### config.mk
export PLATFORM = sky130hd
export DESIGN_NAME = clk_div_ctrl
export DESIGN_NICKNAME = d
export VERILOG_FILES = /design/src/rtl/clk_div_ctrl_pkg.sv /design/src/rtl/clk_div_ctrl_cnt.sv /design/src/rtl/clk_div_ctrl.sv
export SDC_FILE = /design/constraint.sdc
export NUM_CORES = 1
export LEC_CHECK = 0
export ABC_AREA = 1
export CORE_MARGIN = 1.5
export CORE_UTILIZATION = 50
export DETAILED_ROUTE_END_ITERATION = 8
export PLACE_DENSITY = 0.76
export SYNTH_ARGS = -nofsm -noshare
export SYNTH_HDL_FRONTEND = slang
export SYNTH_HIERARCHICAL = 1
export SYNTH_SLANG_ARGS = --single-unit
### constraint.sdc
create_clock -name clk -period 2.15 [get_ports clk]
set_clock_uncertainty 0.05 [all_clocks]
set_input_delay 0.43 -clock clk [delete_from_list [all_inputs] [get_ports clk]]
set_output_delay 0.43 -clock clk [all_outputs]
set_load 0.01 [all_outputs]
### src/rtl/clk_div_ctrl_pkg.sv
// Shared constants for the clock-divider controller: state encoding,
// minimum legal ratio and default counter width.
package clk_div_ctrl_pkg;

    localparam int CNT_W_DEF = 8;
    localparam int DIV_MIN   = 2;

    typedef logic [1:0] state_t;

    localparam state_t ST_IDLE  = 2'd0;
    localparam state_t ST_RUN   = 2'd1;
    localparam state_t ST_DRAIN = 2'd2;

endpackage

### src/rtl/clk_div_ctrl_cnt.sv
// Period counter for the clock divider: counts 0..cur_div-1 while running,
// flags the last cycle of a period and decodes the divided-clock level and tick.
module clk_div_ctrl_cnt
    import clk_div_ctrl_pkg::*;
#(
    parameter int CNT_W = CNT_W_DEF
) (
    input  logic             clk,
    input  logic             rst_n,
    input  logic             i_run,
    input  logic [CNT_W-1:0] i_cur_div,
    output logic             o_bnd,
    output logic             o_div_clk,
    output logic             o_tick
);

    logic [CNT_W-1:0] r_cnt;
    logic [CNT_W:0]   w_half;

    // One extra bit so the round-up of the largest ratio does not wrap to zero.
    assign w_half    = ({1'b0, i_cur_div} + {{CNT_W{1'b0}}, 1'b1}) >> 1;

    assign o_bnd     = i_run && (r_cnt == i_cur_div - CNT_W'(1));
    assign o_tick    = i_run && (r_cnt == '0);
    assign o_div_clk = i_run && ({1'b0, r_cnt} < w_half);

    always_ff @(posedge clk) begin
        if (!rst_n || !i_run || o_bnd) begin
            r_cnt <= '0;
        end else begin
            r_cnt <= r_cnt + CNT_W'(1);
        end
    end

endmodule

### src/rtl/clk_div_ctrl.sv
// Clock-divider controller: enable/drain sequencing and ratio handshake that
// swaps the ratio only at period boundaries. Optional tick counter output is
// enabled by defining CLK_DIV_CTRL_TICK_CNT_EN.
module clk_div_ctrl
    import clk_div_ctrl_pkg::*;
#(
    parameter int CNT_W       = CNT_W_DEF,
    parameter int DEFAULT_DIV = 3
) (
    input  logic             clk,
    input  logic             rst_n,
    input  logic             en,
    input  logic             div_valid,
    input  logic [CNT_W-1:0] div_val,
    output logic             div_ready,
    output logic             div_clk_o,
    output logic             tick_o,
    output logic             busy_o,
    output logic [CNT_W-1:0] cur_div_o,
    output logic             err_o
`ifdef CLK_DIV_CTRL_TICK_CNT_EN
    ,
    output logic [15:0]      tick_cnt_o
`endif
);

    state_t           r_state;
    state_t           w_state_nxt;
    logic [CNT_W-1:0] r_cur_div;
    logic [CNT_W-1:0] r_nxt_div;
    logic             r_pend;
    logic             r_err;

    logic             w_run;
    logic             w_bnd;
    logic             w_xfer;
    logic             w_legal;

    assign w_run   = (r_state != ST_IDLE);
    assign w_xfer  = div_valid && !r_pend;
    assign w_legal = (div_val >= CNT_W'(DIV_MIN));

    clk_div_ctrl_cnt #(
        .CNT_W (CNT_W)
    ) u_cnt (
        .clk       (clk),
        .rst_n     (rst_n),
        .i_run     (w_run),
        .i_cur_div (r_cur_div),
        .o_bnd     (w_bnd),
        .o_div_clk (div_clk_o),
        .o_tick    (tick_o)
    );

    always_comb begin
        w_state_nxt = r_state;
        case (r_state)
            ST_IDLE:  if (en) w_state_nxt = ST_RUN;
            ST_RUN:   if (!en) w_state_nxt = ST_DRAIN;
            ST_DRAIN: begin
                if (en)         w_state_nxt = ST_RUN;
                else if (w_bnd) w_state_nxt = ST_IDLE;
            end
            default:  w_state_nxt = ST_IDLE;
        endcase
    end

    always_ff @(posedge clk) begin
        if (!rst_n) begin
            r_state   <= ST_IDLE;
            r_cur_div <= CNT_W'(DEFAULT_DIV);
            r_nxt_div <= '0;
            r_pend    <= 1'b0;
            r_err     <= 1'b0;
        end else begin
            r_state <= w_state_nxt;
            r_err   <= w_xfer && !w_legal;
            // A pending ratio blocks new transfers, so these branches never collide.
            if (w_bnd && r_pend) begin
                r_cur_div <= r_nxt_div;
                r_pend    <= 1'b0;
            end else if (w_xfer && w_legal) begin
                if (!w_run || w_bnd) begin
                    r_cur_div <= div_val;
                end else begin
                    r_nxt_div <= div_val;
                    r_pend    <= 1'b1;
                end
            end
        end
    end

    assign div_ready = !r_pend;
    assign busy_o    = w_run;
    assign cur_div_o = r_cur_div;
    assign err_o     = r_err;

`ifdef CLK_DIV_CTRL_TICK_CNT_EN
    logic [15:0] r_tick_cnt;

    always_ff @(posedge clk) begin
        if (!rst_n) begin
            r_tick_cnt <= '0;
        end else if (tick_o) begin
            r_tick_cnt <= r_tick_cnt + 16'd1;
        end
    end

    assign tick_cnt_o = r_tick_cnt;
`endif

endmodule

==> flow_metrics.py, run 1 <==
metrics = {
    "hold_path": {
        "hold_path.class": "flop to flop",
        "holdPathStages": 4,
        "holdPathEnd": "r_nxt_div[5]",
        "min_from": "r_nxt_div[5]",
    },
    "synthesis": {
        "synth_nets": 320,
        "synthTopCellsByArea": "dfxtp_1 29%, nand2_1 14%, inv_1 9.5%",
        "synth_top_area_share_pct": 29.0,
        "yosys.area.top_type": "dfxtp_1",
        "synth_cells": 297,
        "synthesis.area_um2": 1930,
        "ys_warn_count": 6,
        "avgSynthCellArea_um2": 6.51,
        "synth_seq_cells": 28,
        "synth_cell_types": 26,
        "ys_seq_area_share_pct": 29.0,
    },
    "detailed_routing": {
        "drc": 0,
        "drtIter0Drc": 94,
        "route.vias.total": 2113,
        "wl_mm": 6.06,
        "post_drt_wl_per_cell_um": 14.7,
        "via_per_inst": 5.13,
        "ant_nets": 0,
        "firstDrtPassIters": 4,
    },
    "sta": {
        "setup_tns_ns": -3.08,
        "setup_viol": 19,
        "min_period_over_period_pct": 118,
        "rsz0062_at_grt": "yes",
        "hold_violations": 0,
        "worst_pin_slew_ns": 0.575,
        "holdWs_ns": 0.480,
        "fmax_mhz": 394,
        "final_max_slew_viol_count": 0,
        "finalCriticalPeriod_ns": 2.54,
        "max-slew-margin-rel_pct": 61.6,
        "layout_setup_ws_ns": -0.389,
    },
    "cts": {
        "numCtsBuffers": 3,
        "clock-root-buffer": "clkbuf_8",
        "worstSkewPairLatency_ns": 0.28,
        "holdBufCountCts": 0,
        "cts.clk_slew.worst_paths_ns": 0.10,
        "cts_sinks": 28,
        "cts_max_path_buffers": 2,
        "cts_tree": "built",
        "htreeDepth": 1,
    },
    "power_and_ir_drop": {
        "p_leak_nw": 1.40,
        "p_per_area_nw_per_um2": 516,
        "peakVddDrop_mv": 0.514,
    },
    "final_layout": {
        "stdcell_count": 412,
        "drive_above_1_share_pct": 32.1,
        "antennaDiodeCount": 0,
        "area_delta_synth_final_pct": 54.0,
        "final-seq-area_um2": 573,
        "final_net_count": 388,
        "nFillCells": 241,
        "multi_input_area_um2": 1400,
        "fin_util_pct": 80.7,
    },
    "placed_design": {
        "pre_cts_ws_ns": -0.513,
        "placed_cells": 395,
        "dp_hpwl_mm": 3.18,
        "portBuffers": 24,
        "gp_congestion": 0.816,
    },
    "floorplanning": {
        "std_cell_rows": 22,
        "die_w_um": 65.2,
        "start_util_pct": 52.4,
        "design.core.area_um2": 3690,
        "die-area_um2": 4250,
        "die_h_um": 65.2,
        "io_pins": 25,
    },
    "setup_path": {
        "crit_type": "flop to output pin",
        "regToRegEndpoint": "cur_div_o[4]",
        "reg2reg_depth": 19,
        "timing.rr.start": "cur_div_o[1]",
        "critPathCaptureType": "output pin",
        "rrSetupSlack_ns": -0.23,
        "required_ns": 1.67,
        "worstPathArrival_ns": 2.06,
        "crit_path_start_kind": "flop",
        "crit_path_max_fanout": 3,
    },
    "job": {
        "drv_cap": 0,
    },
    "global_routing": {
        "antenna_found_initial": 0,
        "grt_usage_pct": 29.1,
        "grt_pass1_wl_mm": 9.59,
        "grt_pass1_vias": 2104,
        "grt_overflow_total": 0,
        "grt_max_degree": 17,
    },
    "status": {
        "violations": "negative setup slack",
        "outcome": "complete, but fails checks",
    },
}
cell type report:
type,instances,area share (%)
repair buffers,67,22.4
inverters,51,6.85
flip-flops and latches,28,19.2
multi-input cells,214,47.1
clock inverters,1,1.01
clock buffers,3,1.39
well taps,48,2.02
power breakdown:
part | switching [mW] | internal [mW] | total, mW
clock network | 0.180 | 0.250 | 0.429
logic | 0.281 | 0.250 | 0.531
registers | 0.0283 | 0.549 | 0.578
critical path: stages (launching register included):
cell     delay, ns
dfxtp_4       0.39
inv_4         0.05
nor4_4        0.28
nand3_1       0.12
xor2_1        0.16
ha_1          0.29
nand2_1       0.06
inv_1         0.05
nand4_1       0.08
and3_4        0.19
buf_6         0.11
sequential cells by signal, summed over array words and instances, names as in the netlist:
name and count:
r_pend 1, err_o 1, r_state 2, u_cnt/r_cnt 8, r_nxt_div 8, cur_div_o 8
per-layer routing:
metal	vias to the layer above	global-route usage (%)	share of wire (%)
li1	1059	-	-
met1	956	30.9	39
met2	73	56.3	53
met3	25	4.62	3.3
met4	0	12.0	4.5
met5	-	0	0
metrics by stage:
| step | area [um^2] | total power, mW |
|---|---|---|
| floorplan | 1960 | 0.815 |
| global placement | 2460 | 0.974 |
| detailed placement | 2460 | 0.982 |
| CTS | 2880 | 1.48 |
| global route | 2980 | 1.62 |
| finish | 2980 | 1.54 |
cell families (layout without fill, tap and decap cells):
family | Yosys count | after routing | share of synthesized area [%]
buffers and inverters | 58 | 122 | 12.8
flip-flops | 28 | 28 | 29.0
XOR/XNOR | 14 | 14 | 6.34
AND/OR/NAND/NOR | 164 | 167 | 38.8
adder cells (fa/ha/maj) | 11 | 11 | 7.12
AO/OA/AOI/OAI | 22 | 22 | 5.96
cell usage after synthesis, drive strengths merged:
master and count:
xnor2 4, and3 1, nand4 2, nor2 47
a21oi 10, xor2 10, nand2 78, o21ai 10
nand3 29, clkbuf 1, nor4 4, buf 6
inv 51, o21a 1, ha 11, dfxtp 28
o211ai 1, nor3 3
cells in the final DEF (no fill, tap or decap), types with 2 or more instances in the layout:
cell and count:
o21ai_2 3, nor2_1 34, xor2_1 9, xnor2_1 4, nand3_1 20, a21oi_2 7
nand2_2 11, inv_4 5, nor4_2 2, ha_4 2, a21oi_1 2, inv_1 44
dfxtp_1 24, o21ai_1 5, nand2_1 64, buf_4 31, nand2_4 3, nand3_4 6
nand4_1 2, nand3_2 6, inv_2 2, buf_16 2, clkbuf_8 3, nor2_2 8
buf_6 8, nor3_1 3, dfxtp_4 3, clkdlybuf4s50_1 22, nor2_4 5, ha_1 9
buf_12 3
how the worst max path moves through the flow:
| stage | startpoint | endpoint | depth (start not counted) |
|---|---|---|---|
| floorplan | cur_div_o[2] | div_clk_o | 9 |
| global placement | cur_div_o[0] | div_clk_o | 9 |
| detailed placement | cur_div_o[1] | div_clk_o | 9 |
| CTS | cur_div_o[1] | div_clk_o | 10 |
| global route | cur_div_o[1] | div_clk_o | 9 |
| finish | cur_div_o[0] | div_clk_o | 10 |
what timing repair did:
item | in CTS | in global routing
setup endpoints to repair | 19 | 20
gates cloned | 6 | 0
resized for setup | 54 | 34
pin swaps | 17 | 28
buffers inserted | 6 | 2
Power figures use the tool's default switching activity.
==> run 2: changes to the inputs <==
--- a/config.mk
+++ b/config.mk
@@ -8,6 +8,8 @@
 export ABC_AREA = 1
 export CORE_MARGIN = 1.5
 export CORE_UTILIZATION = 50
+export CTS_BUF_LIST = sky130_fd_sc_hd__clkbuf_4 sky130_fd_sc_hd__clkbuf_8 sky130_fd_sc_hd__clkbuf_16
+export CTS_CLUSTER_DIAMETER = 120
 export DETAILED_ROUTE_END_ITERATION = 8
 export PLACE_DENSITY = 0.76
 export SYNTH_ARGS = -nofsm -noshare
==> results of run 2 <==
The final DEF is identical to that of run 1; final timing and power are the same.
